### config.mk
export PLATFORM = sky130hd
export DESIGN_NAME = axi_lite_arbiter_flat
export DESIGN_NICKNAME = d
export VERILOG_FILES = /design/src/rtl/axi_lite_arbiter_pkg.sv /design/src/rtl/axi_lite_arbiter_if.sv /design/src/rtl/axi_lite_arbiter.sv /design/src/flat_wrapper.sv
export SDC_FILE = /design/constraint.sdc
export NUM_CORES = 1
export LEC_CHECK = 0
export BUFFER_PORTS_ARGS = -buffer_cell sky130_fd_sc_hd__buf_2
export CAP_MARGIN = 15
export CELL_PAD_IN_SITES_DETAIL_PLACEMENT = 1
export CELL_PAD_IN_SITES_GLOBAL_PLACEMENT = 2
export CORE_AREA = 2 2 143 145
export DETAILED_ROUTE_END_ITERATION = 12
export DIE_AREA = 0 0 145 147
export PLACE_DENSITY = 0.81
export SLEW_MARGIN = 20
export SYNTH_ARGS = -nofsm -noshare
export SYNTH_HDL_FRONTEND = slang
export SYNTH_SLANG_ARGS = --single-unit
### constraint.sdc
create_clock -name clk_i -period 4.7 [get_ports clk_i]
set_input_delay 0.47 -clock clk_i [delete_from_list [all_inputs] [get_ports clk_i]]
set_output_delay 0.47 -clock clk_i [all_outputs]
set_load 0.01 [all_outputs]
### src/rtl/axi_lite_arbiter_pkg.sv
// Shared types for the two-master AXI-Lite arbiter.
//   axi_mst_resp_t : AXI response code (OKAY/EXOKAY/SLVERR/DECERR)
//   arb_state_e    : one-hot arbiter state
//   grant_e        : identity of the last granted master (round-robin build only)
//   AxiAddrW/AxiDataW : default bus widths, matching the core's AXI address/data buses
package axi_lite_arbiter_pkg;

   localparam int unsigned AxiAddrW = 32;
   localparam int unsigned AxiDataW = 32;

   typedef enum logic [1:0] {
      RespOkay   = 2'd0,
      RespExokay = 2'd1,
      RespSlverr = 2'd2,
      RespDecerr = 2'd3
   } axi_mst_resp_t;

   typedef enum logic [3:0] {
      StIdle     = 4'b0001,
      StGntIfuRd = 4'b0010,
      StGntLsuRd = 4'b0100,
      StGntLsuWr = 4'b1000
   } arb_state_e;

   typedef enum logic {
      GntIfu = 1'b0,
      GntLsu = 1'b1
   } grant_e;

endpackage

### src/rtl/axi_lite_arbiter_if.sv
// AXI-Lite bus bundle.
//   master    : full AXI-Lite master side (drives AR/AW/W valids, R/B ready)
//   slave     : full AXI-Lite slave side
//   rd_master : read-only master (AR/R channels), e.g. the IFU
//   rd_slave  : read-only slave view of a read-only master
interface axi_lite_arbiter_if
   import axi_lite_arbiter_pkg::*;
#(
   parameter int unsigned ADDR_W = AxiAddrW,
   parameter int unsigned DATA_W = AxiDataW
);

   logic                  ar_valid;
   logic [ADDR_W-1:0]     ar_addr;
   logic                  ar_ready;
   logic                  r_valid;
   logic [DATA_W-1:0]     r_data;
   axi_mst_resp_t         r_resp;
   logic                  r_ready;
   logic                  aw_valid;
   logic [ADDR_W-1:0]     aw_addr;
   logic                  aw_ready;
   logic                  w_valid;
   logic [DATA_W-1:0]     w_data;
   logic [DATA_W/8-1:0]   w_strb;
   logic                  w_ready;
   logic                  b_valid;
   axi_mst_resp_t         b_resp;
   logic                  b_ready;

   modport master (
      output ar_valid, ar_addr, r_ready, aw_valid, aw_addr, w_valid, w_data, w_strb, b_ready,
      input  ar_ready, r_valid, r_data, r_resp, aw_ready, w_ready, b_valid, b_resp
   );

   modport slave (
      input  ar_valid, ar_addr, r_ready, aw_valid, aw_addr, w_valid, w_data, w_strb, b_ready,
      output ar_ready, r_valid, r_data, r_resp, aw_ready, w_ready, b_valid, b_resp
   );

   modport rd_master (
      output ar_valid, ar_addr, r_ready,
      input  ar_ready, r_valid, r_data, r_resp
   );

   modport rd_slave (
      input  ar_valid, ar_addr, r_ready,
      output ar_ready, r_valid, r_data, r_resp
   );

endinterface

### src/rtl/axi_lite_arbiter.sv
// Two-master to one-slave AXI-Lite arbiter. One whole transaction is granted at a
// time (AR->R or AW->W->B); no overlap, no reordering.
//   clk_i : clock
//   rst_i : asynchronous active-low reset
//   ifu   : IFU read-only master (AR/R)
//   lsu   : LSU full AXI-Lite master
//   slv   : downstream memory/SoC AXI-Lite slave
// Optional: define YSYX_23060251_ARB_RR_EN for round-robin between IFU and LSU;
// otherwise fixed priority LSU read > LSU write > IFU read.
module axi_lite_arbiter
   import axi_lite_arbiter_pkg::*;
#(
   parameter int unsigned ADDR_W = AxiAddrW,
   parameter int unsigned DATA_W = AxiDataW
) (
   input logic                 clk_i,
   input logic                 rst_i,
   axi_lite_arbiter_if.rd_slave ifu,
   axi_lite_arbiter_if.slave    lsu,
   axi_lite_arbiter_if.master   slv
);

   arb_state_e state;

`ifdef YSYX_23060251_ARB_RR_EN
   grant_e last_grant;
   logic   lsu_req;
   assign lsu_req = lsu.ar_valid | lsu.aw_valid;
`endif

   // Grant decisions are taken only in idle; a grant lasts until the closing
   // response handshake, so a release and a new request always cost one idle cycle.
   always_ff @(posedge clk_i or negedge rst_i) begin
      if (!rst_i) begin
         state      <= StIdle;
`ifdef YSYX_23060251_ARB_RR_EN
         last_grant <= GntIfu;
`endif
      end else begin
         unique case (state)
            StIdle: begin
`ifdef YSYX_23060251_ARB_RR_EN
               // On contention the master not granted last wins; LSU read still
               // beats LSU write.
               if (lsu_req && (!ifu.ar_valid || last_grant == GntIfu)) begin
                  state      <= lsu.ar_valid ? StGntLsuRd : StGntLsuWr;
                  last_grant <= GntLsu;
               end else if (ifu.ar_valid) begin
                  state      <= StGntIfuRd;
                  last_grant <= GntIfu;
               end
`else
               if (lsu.ar_valid) begin
                  state <= StGntLsuRd;
               end else if (lsu.aw_valid) begin
                  state <= StGntLsuWr;
               end else if (ifu.ar_valid) begin
                  state <= StGntIfuRd;
               end
`endif
            end
            StGntIfuRd, StGntLsuRd: begin
               if (slv.r_valid && slv.r_ready) state <= StIdle;
            end
            StGntLsuWr: begin
               if (slv.b_valid && slv.b_ready) state <= StIdle;
            end
            default: state <= StIdle;
         endcase
      end
   end

   // Pure pass-through of the granted master; everything else held at zero.
   always_comb begin
      ifu.ar_ready = 1'b0;
      ifu.r_valid  = 1'b0;
      ifu.r_data   = {DATA_W{1'b0}};
      ifu.r_resp   = RespOkay;
      lsu.ar_ready = 1'b0;
      lsu.r_valid  = 1'b0;
      lsu.r_data   = {DATA_W{1'b0}};
      lsu.r_resp   = RespOkay;
      lsu.aw_ready = 1'b0;
      lsu.w_ready  = 1'b0;
      lsu.b_valid  = 1'b0;
      lsu.b_resp   = RespOkay;
      slv.ar_valid = 1'b0;
      slv.ar_addr  = {ADDR_W{1'b0}};
      slv.r_ready  = 1'b0;
      slv.aw_valid = 1'b0;
      slv.aw_addr  = {ADDR_W{1'b0}};
      slv.w_valid  = 1'b0;
      slv.w_data   = {DATA_W{1'b0}};
      slv.w_strb   = {(DATA_W/8){1'b0}};
      slv.b_ready  = 1'b0;
      unique case (state)
         StGntIfuRd: begin
            slv.ar_valid = ifu.ar_valid;
            slv.ar_addr  = ifu.ar_addr;
            ifu.ar_ready = slv.ar_ready;
            ifu.r_valid  = slv.r_valid;
            ifu.r_data   = slv.r_data;
            ifu.r_resp   = slv.r_resp;
            slv.r_ready  = ifu.r_ready;
         end
         StGntLsuRd: begin
            slv.ar_valid = lsu.ar_valid;
            slv.ar_addr  = lsu.ar_addr;
            lsu.ar_ready = slv.ar_ready;
            lsu.r_valid  = slv.r_valid;
            lsu.r_data   = slv.r_data;
            lsu.r_resp   = slv.r_resp;
            slv.r_ready  = lsu.r_ready;
         end
         StGntLsuWr: begin
            slv.aw_valid = lsu.aw_valid;
            slv.aw_addr  = lsu.aw_addr;
            lsu.aw_ready = slv.aw_ready;
            slv.w_valid  = lsu.w_valid;
            slv.w_data   = lsu.w_data;
            slv.w_strb   = lsu.w_strb;
            lsu.w_ready  = slv.w_ready;
            lsu.b_valid  = slv.b_valid;
            lsu.b_resp   = slv.b_resp;
            slv.b_ready  = lsu.b_ready;
         end
         default: ;
      endcase
   end

endmodule

### src/flat_wrapper.sv
// flat-port wrapper written by rule: the top's interface ports become plain ports
module axi_lite_arbiter_flat import axi_lite_arbiter_pkg::*;
#(
   parameter int unsigned ADDR_W = AxiAddrW,
   parameter int unsigned DATA_W = AxiDataW
)
  (clk_i, rst_i, ifu_ar_valid, ifu_ar_addr, ifu_r_ready, ifu_ar_ready, ifu_r_valid, ifu_r_data, ifu_r_resp, lsu_ar_valid, lsu_ar_addr, lsu_r_ready, lsu_aw_valid, lsu_aw_addr, lsu_w_valid, lsu_w_data, lsu_w_strb, lsu_b_ready, lsu_ar_ready, lsu_r_valid, lsu_r_data, lsu_r_resp, lsu_aw_ready, lsu_w_ready, lsu_b_valid, lsu_b_resp, slv_ar_valid, slv_ar_addr, slv_r_ready, slv_aw_valid, slv_aw_addr, slv_w_valid, slv_w_data, slv_w_strb, slv_b_ready, slv_ar_ready, slv_r_valid, slv_r_data, slv_r_resp, slv_aw_ready, slv_w_ready, slv_b_valid, slv_b_resp);
  axi_lite_arbiter_if #(.ADDR_W(ADDR_W), .DATA_W(DATA_W)) ifu_i ();
  axi_lite_arbiter_if #(.ADDR_W(ADDR_W), .DATA_W(DATA_W)) lsu_i ();
  axi_lite_arbiter_if #(.ADDR_W(ADDR_W), .DATA_W(DATA_W)) slv_i ();
  input logic clk_i;
  input logic rst_i;
  input wire logic [$bits(ifu_i.ar_valid)-1:0] ifu_ar_valid;
  input wire logic [$bits(ifu_i.ar_addr)-1:0] ifu_ar_addr;
  input wire logic [$bits(ifu_i.r_ready)-1:0] ifu_r_ready;
  output wire logic [$bits(ifu_i.ar_ready)-1:0] ifu_ar_ready;
  output wire logic [$bits(ifu_i.r_valid)-1:0] ifu_r_valid;
  output wire logic [$bits(ifu_i.r_data)-1:0] ifu_r_data;
  output wire logic [$bits(ifu_i.r_resp)-1:0] ifu_r_resp;
  input wire logic [$bits(lsu_i.ar_valid)-1:0] lsu_ar_valid;
  input wire logic [$bits(lsu_i.ar_addr)-1:0] lsu_ar_addr;
  input wire logic [$bits(lsu_i.r_ready)-1:0] lsu_r_ready;
  input wire logic [$bits(lsu_i.aw_valid)-1:0] lsu_aw_valid;
  input wire logic [$bits(lsu_i.aw_addr)-1:0] lsu_aw_addr;
  input wire logic [$bits(lsu_i.w_valid)-1:0] lsu_w_valid;
  input wire logic [$bits(lsu_i.w_data)-1:0] lsu_w_data;
  input wire logic [$bits(lsu_i.w_strb)-1:0] lsu_w_strb;
  input wire logic [$bits(lsu_i.b_ready)-1:0] lsu_b_ready;
  output wire logic [$bits(lsu_i.ar_ready)-1:0] lsu_ar_ready;
  output wire logic [$bits(lsu_i.r_valid)-1:0] lsu_r_valid;
  output wire logic [$bits(lsu_i.r_data)-1:0] lsu_r_data;
  output wire logic [$bits(lsu_i.r_resp)-1:0] lsu_r_resp;
  output wire logic [$bits(lsu_i.aw_ready)-1:0] lsu_aw_ready;
  output wire logic [$bits(lsu_i.w_ready)-1:0] lsu_w_ready;
  output wire logic [$bits(lsu_i.b_valid)-1:0] lsu_b_valid;
  output wire logic [$bits(lsu_i.b_resp)-1:0] lsu_b_resp;
  output wire logic [$bits(slv_i.ar_valid)-1:0] slv_ar_valid;
  output wire logic [$bits(slv_i.ar_addr)-1:0] slv_ar_addr;
  output wire logic [$bits(slv_i.r_ready)-1:0] slv_r_ready;
  output wire logic [$bits(slv_i.aw_valid)-1:0] slv_aw_valid;
  output wire logic [$bits(slv_i.aw_addr)-1:0] slv_aw_addr;
  output wire logic [$bits(slv_i.w_valid)-1:0] slv_w_valid;
  output wire logic [$bits(slv_i.w_data)-1:0] slv_w_data;
  output wire logic [$bits(slv_i.w_strb)-1:0] slv_w_strb;
  output wire logic [$bits(slv_i.b_ready)-1:0] slv_b_ready;
  input wire logic [$bits(slv_i.ar_ready)-1:0] slv_ar_ready;
  input wire logic [$bits(slv_i.r_valid)-1:0] slv_r_valid;
  input wire logic [$bits(slv_i.r_data)-1:0] slv_r_data;
  input wire logic [$bits(slv_i.r_resp)-1:0] slv_r_resp;
  input wire logic [$bits(slv_i.aw_ready)-1:0] slv_aw_ready;
  input wire logic [$bits(slv_i.w_ready)-1:0] slv_w_ready;
  input wire logic [$bits(slv_i.b_valid)-1:0] slv_b_valid;
  input wire logic [$bits(slv_i.b_resp)-1:0] slv_b_resp;
  assign ifu_i.ar_valid = ifu_ar_valid;
  assign ifu_i.ar_addr = ifu_ar_addr;
  assign ifu_i.r_ready = ifu_r_ready;
  assign ifu_ar_ready = ifu_i.ar_ready;
  assign ifu_r_valid = ifu_i.r_valid;
  assign ifu_r_data = ifu_i.r_data;
  assign ifu_r_resp = ifu_i.r_resp;
  assign lsu_i.ar_valid = lsu_ar_valid;
  assign lsu_i.ar_addr = lsu_ar_addr;
  assign lsu_i.r_ready = lsu_r_ready;
  assign lsu_i.aw_valid = lsu_aw_valid;
  assign lsu_i.aw_addr = lsu_aw_addr;
  assign lsu_i.w_valid = lsu_w_valid;
  assign lsu_i.w_data = lsu_w_data;
  assign lsu_i.w_strb = lsu_w_strb;
  assign lsu_i.b_ready = lsu_b_ready;
  assign lsu_ar_ready = lsu_i.ar_ready;
  assign lsu_r_valid = lsu_i.r_valid;
  assign lsu_r_data = lsu_i.r_data;
  assign lsu_r_resp = lsu_i.r_resp;
  assign lsu_aw_ready = lsu_i.aw_ready;
  assign lsu_w_ready = lsu_i.w_ready;
  assign lsu_b_valid = lsu_i.b_valid;
  assign lsu_b_resp = lsu_i.b_resp;
  assign slv_ar_valid = slv_i.ar_valid;
  assign slv_ar_addr = slv_i.ar_addr;
  assign slv_r_ready = slv_i.r_ready;
  assign slv_aw_valid = slv_i.aw_valid;
  assign slv_aw_addr = slv_i.aw_addr;
  assign slv_w_valid = slv_i.w_valid;
  assign slv_w_data = slv_i.w_data;
  assign slv_w_strb = slv_i.w_strb;
  assign slv_b_ready = slv_i.b_ready;
  assign slv_i.ar_ready = slv_ar_ready;
  assign slv_i.r_valid = slv_r_valid;
  assign slv_i.r_data = slv_r_data;
  assign slv_i.r_resp = slv_r_resp;
  assign slv_i.aw_ready = slv_aw_ready;
  assign slv_i.w_ready = slv_w_ready;
  assign slv_i.b_valid = slv_b_valid;
  assign slv_i.b_resp = slv_b_resp;
  axi_lite_arbiter #(.ADDR_W(ADDR_W), .DATA_W(DATA_W)) u_core (.clk_i(clk_i), .rst_i(rst_i), .ifu(ifu_i), .lsu(lsu_i), .slv(slv_i));
endmodule
==> impl_metrics.csv, run 1 <==
group,metric,value,unit
timing,fin_ws,1.99,ns
synthesis,synth_seq_cells,4,
timing,maxSlewHeadroom,0.623,
grt,grt-ovfl-total,0,
grt,track_usage,0.0939,
worst_setup_path,critPathMaxStageDelay,0.55,ns
timing,fmax,368,MHz
synthesis,synth_common_cells,"and2_1 (148), a22o_1 (33), clkbuf_1 (14)",
floorplanning,dieArea,21300,um2
cells_and_area,synthToLayoutAreaGrowth,133,%
drt,ant_nets,0,
timing,setup_viol,0,
synthesis,synthMuxAreaShare,0,
clock_network,cts_buffers,3,
clock_network,cts_tree,"built",
floorplanning,io_pins,364,
worst_setup_path,crit_path_start,"u_core.state[1]",
outcome,status,"complete, no violations",
place,place_worst_setup_slack,1.95,ns
worst_setup_path,r2r_start,"u_core.state[3]",
timing,finalSetupTns,0,ns
synthesis,synth_area,1640,um2
floorplanning,die_h,147,um
drt,via_per_inst,3.47,
floorplanning,die_x,145,um
clock_network,postCtsResizedCells,0,
worst_setup_path,crit_family,"buffers and inverters",
floorplanning,start_util,0.0825,
cells_and_area,largest_reg_flops,4,
grt,grt_pass1_wl,16.5,mm
grt,grt.busiest_layer,"met2",
clock_network,path_clk_slew,0.03,ns
floorplanning,core,19800,um2
synthesis,syn_nets,413,
grt,grt_antenna_before_repair,0,
synthesis,yosys.area_share.simple,0.659,
worst_setup_path,cpMaxStageDelayCell,"dfrtp_1",
timing,hold_viol,0,
drt,dr_total_vias,2947,
timing,clock_skew,0.00456,ns
synthesis,synth_most_common_cell,"and2_1",
synthesis,ys_types,24,
drt,wl_per_cell,13.1,um
synthesis,synth_fa_ha_area_frac,0,
timing,worst_pin_slew,0.564,ns
synthesis,synth_edf_count,0,
place,port_buffers,363,
job,maxCapViolCount,0,
synthesis,synth_xor_area_frac,0,
timing,finalCriticalPeriod,2.71,ns
clock_network,hold_buffers,0,
grt,grt_pass1_vias,2969,
timing,rsz0062_at_grt,"false",
synthesis,ys_warn_count,0,
grt,grt_max_degree,64,
timing,finalCritPeriodShare,0.577,
synthesis,synth_compound_area_frac,0.221,
synthesis,synth_flop_cell,"dfrtp_1",
place,dp_hpwl,9.79,mm
synthesis,syn_inst,231,
synthesis,async_flop_share,1.00,
worst_setup_path,crit_chain,"nor4b_4 > buf_4 > a22o_1 > buf_2",
timing,whs,0.0475,ns
synthesis,synth_largest_area_cell,"and2_1",
drt,wl,11.1,mm
synthesis,synth_top_family_by_area,"simple AND/OR/NAND/NOR gates",
drt,drc,0,
clock_network,h-tree-depth,1,
worst_setup_path,critPathRequiredTime,4.23,ns
grt,gr-usage-met2,0.175,
clock_network,root_buffer,"clkbuf_16",
clock_network,post_cts_buffers,0,
pwr,p_leak,2.45,nW
pwr,p_per_area,232,nW/um2
synthesis,synth.area.top_cells,"and2_1 (57%), a22o_1 (18%), dfrtp_1 (4.6%)",
worst_setup_path,crit_fanout,63,
floorplanning,row_count,52,
clock_network,cts_sinks,4,
worst_setup_path,cp-end-kind,"output pin",
synthesis,yosysSeqAreaShare,0.0619,
cells_and_area,top_register,"u_core.state",
worst_setup_path,cp_data_arrival_time,2.24,ns
timing,drv_slew,0,
pwr,vdd_ir_drop_max,0.000113,V
cells_and_area,drive_gt1_frac,0.659,
worst_setup_path,criticalPathCategory,"reg -> out",
synthesis,syn_area_per_cell,7.09,um2
synthesis,synth_top_cell_area_share,0.565,
clock_network,clk_latency,0.22,ns
place,gp_congestion,0.714,
drt,dr.pass1.iters,4,
worst_setup_path,crit_buf_inv,2,
grt,grtUsageMet1,0.115,
cells_and_area,diodes,0,
drt,drt_iter0_drc,96,
worst_hold_path,min_path_type,"in -> async",
clock_network,cts_buffer_depth,2,
worst_setup_path,crit_path_start_kind,"register",
cells_and_area,fin_nets,763,
cells_and_area,top_regs,"u_core.state: 4 flops",
grt,grtUsageMet3,0.0242,
==> metal layers <==
| metal | vias to the layer above | part of all wire |
|---|---|---|
| met4 | 0 | 0 |
| met2 | 167 | 0.51 |
| met1 | 1320 | 0.42 |
| met5 | - | 0 |
| met3 | 0 | 0.077 |
| li1 | 1460 | - |
==> stage by stage <==
stage | cells | utilization | power, mW | instance area (um2)
3_3_place_gp | 845 | 0.188 | 0.759 | 3720
6_report | 850 | 0.192 | 0.885 | 3810
2_1_floorplan | 231 | - | 0.460 | 1640
4_1_cts | 849 | 0.192 | 0.903 | 3800
3_5_place_dp | 845 | 0.188 | 0.764 | 3720
5_1_grt | 850 | 0.192 | 0.962 | 3810
==> cells by family after synthesis <==
| kind of cell | after synthesis |
|---|---|
| simple gates | 164 |
| compound gates | 40 |
| buf+inv | 23 |
| flops | 4 |
==> where the power goes <==
group	internal, mW	total, mW	switching (mW)
Combinational	0.321	0.659	0.338
Sequential	0.0512	0.0900	0.0387
Clock	0.112	0.135	0.0235
==> layout make-up <==
cell class	instances	area, um2
clock buffers	4	78.8
fillers	2515	16000
inverters	1	3.75
well taps	270	338
multi-input cells	204	1440
flip-flops and latches	4	101
repair buffers	367	1850
==> path summary, 6_finish.rpt <==
check                                  end  slack (ns)  cells after the start
max reg2reg                u_core.state[0]        2.71                      5
min in group clk_i         u_core.state[2]        0.54                      2
max in group asynchronous  u_core.state[0]        4.44                      1
min reg2reg                u_core.state[1]        0.78                      2
min                        u_core.state[1]        0.05                      1
max                         slv_ar_addr[0]        1.99                      4
==> worst reg2reg max path: cells and delay by family, from the launching register on <==
family                 cells  cell delay (ns)
AO/OA/AOI/OAI              2             0.53
buffers and inverters      1             0.23
flip-flops                 1             0.54
AND/OR/NAND/NOR            2             0.62
==> layout by cell type, fill, tap and decap left out, drive strengths merged, types with 2 or more instances in the layout <==
cell type	instances
buf	367
and2	148
a22o	34
nor4b	4
clkbuf	4
nor2	3
nand2	3
dfrtp	3
nor3	2
and2b	2
a22oi	2
Power figures use the tool's default switching activity.
==> inputs of run 2 (changes only) <==
Clock period 4.7 ns to 2.6 ns, I/O delays scaled along.
==> run 2 against run 1 <==
Core utilization up 0.18 points. Combinational power is 84% higher. Setup slack got worse by 1.4 ns. Die area is the same. Design area rose by 0.95%. Clock power grew 89%. Hold slack improved by 0.28 ns. First-iteration DRC count rose by 9.4%. Critical path depth stayed put. Largest power group unchanged. Highest routed layer is now met4.
==> impl_metrics.csv, run 2 (synthesis results as in run 1) <==
group,metric,value,unit
outcome,status,"complete, no violations",
grt,track_usage,0.0961,
drt,dr.pass1.iters,4,
timing,clock_skew,0.000178,ns
cells_and_area,post-route-util,0.194,
place,dp_hpwl,9.61,mm
floorplanning,die_h,147,um
floorplanning,start_util,0.0825,
timing,finalCritPeriodShare,0.785,
floorplanning,io_pins,364,
place,port_buffers,363,
place,gp_congestion,0.721,
job,maxCapViolCount,0,
clock_network,clk_latency,0.23,ns
drt,ant_nets,0,
clock_network,hold_buffers,1,
clock_network,post_cts_buffers,0,
pwr,vdd_ir_drop_max,0.000253,V
worst_setup_path,cp_data_arrival_time,1.78,ns
floorplanning,row_count,52,
pwr,p_per_area,424,nW/um2
grt,grt_max_degree,78,
clock_network,root_buffer,"clkbuf_16",
drt,via_per_inst,3.52,
cells_and_area,synthToLayoutAreaGrowth,135,%
floorplanning,core,19800,um2
cells_and_area,drive_gt1_frac,0.657,
timing,maxSlewHeadroom,0.670,
cells_and_area,top_register,"u_core.state",
pwr,p_leak,2.46,nW
clock_network,cts_buffer_depth,2,
drt,wl,11.2,mm
clock_network,cts_buffers,3,
worst_hold_path,min_path_type,"in -> reg",
cells_and_area,top_regs,"u_core.state: 4 flops",
drt,drt_iter0_drc,105,
worst_setup_path,crit_fanout,69,
floorplanning,dieArea,21300,um2
drt,dr_total_vias,2992,
clock_network,h-tree-depth,1,
grt,grt_pass1_wl,16.7,mm
cells_and_area,final_cell_mix,"buf_2 (363), and2_1 (148), a22o_1 (33)",
timing,hold_viol,0,
drt,wl_per_cell,13.2,um
clock_network,cts_tree,"built",
clock_network,postCtsResizedCells,0,
grt,grt_antenna_before_repair,0,
grt,grt_pass1_vias,2891,
timing,worst_pin_slew,0.490,ns
cells_and_area,final_common_cell,"buf_2",
worst_setup_path,r2r_slack,0.75,ns
cells_and_area,diodes,0,
timing,finalSetupTns,0,ns
cells_and_area,fin_nets,763,
timing,drv_slew,0,
timing,rsz0062_at_grt,"false",
timing,whs,0.330,ns
timing,fmax,490,MHz
grt,grt-ovfl-total,0,
floorplanning,die_x,145,um
cells_and_area,largest_reg_flops,4,
worst_setup_path,criticalPathCategory,"reg -> out",
clock_network,path_clk_slew,0.03,ns
worst_setup_path,cp-end-kind,"output pin",
worst_setup_path,crit_path_start_kind,"register",
worst_setup_path,critPathRequiredTime,2.34,ns
timing,setup_viol,0,
clock_network,cts_sinks,4,
drt,drc,0,
timing,finalCriticalPeriod,2.04,ns
-- run 2: cell types whose count changed in the layout (fill, tap and decap cells not counted), sizes merged --
cell         change
dlygate4sd3      +1
buf              -1
-- run 2: worst paths after layout --
| kind | from | endpoint | depth (start not counted) |
|---|---|---|---|
| max | u_core.state[1] | slv_ar_addr[2] | 4 |
| min | lsu_ar_valid | u_core.state[2] | 2 |
| max reg2reg | u_core.state[3] | u_core.state[0] | 5 |
| min reg2reg | u_core.state[1] | u_core.state[1] | 2 |
| max in group asynchronous | rst_i | u_core.state[0] | 2 |
| min in group asynchronous | rst_i | u_core.state[3] | 2 |
-- run 2: layout make-up --
type / count / area [um2]
fill: 2524 / 16000
timing repair buffer: 367 / 1890
multi-input combinational: 204 / 1440
tap: 270 / 338
sequential: 4 / 101
clock buffer: 4 / 78.8
inverter: 1 / 3.75
-- run 2: routing by layer --
layer / wire length, um / global-route usage
met4: 55 / 0.0134
met3: 963 / 0.0236
met5: 0 / 0
met1: 4600 / 0.118
met2: 5560 / 0.174
-- run 2: critical path: stages, from the launching register on --
cell and delay [ns]:
dfrtp_1 0.55, nor4b_4 0.32, buf_12 0.26, a22o_1 0.20
buf_2 0.13
-- run 2: power by group --
part           internal [mW]  switching (mW)  total [mW]
Clock                  0.203          0.0515       0.255
Combinational          0.599           0.613        1.21
Sequential            0.0926          0.0723       0.165
Total                  0.895           0.737        1.63
-- run 2: metrics by stage --
stage	cell area (um2)	power, mW	instances	setup WS (ns)
after global placement	3760	1.39	845	0.796
final	3850	1.63	850	0.560
after floorplan	1640	0.832	231	0.902
after detailed placement	3760	1.40	845	0.766
after CTS	3850	1.66	850	0.541
after global routing	3850	1.76	850	0.462
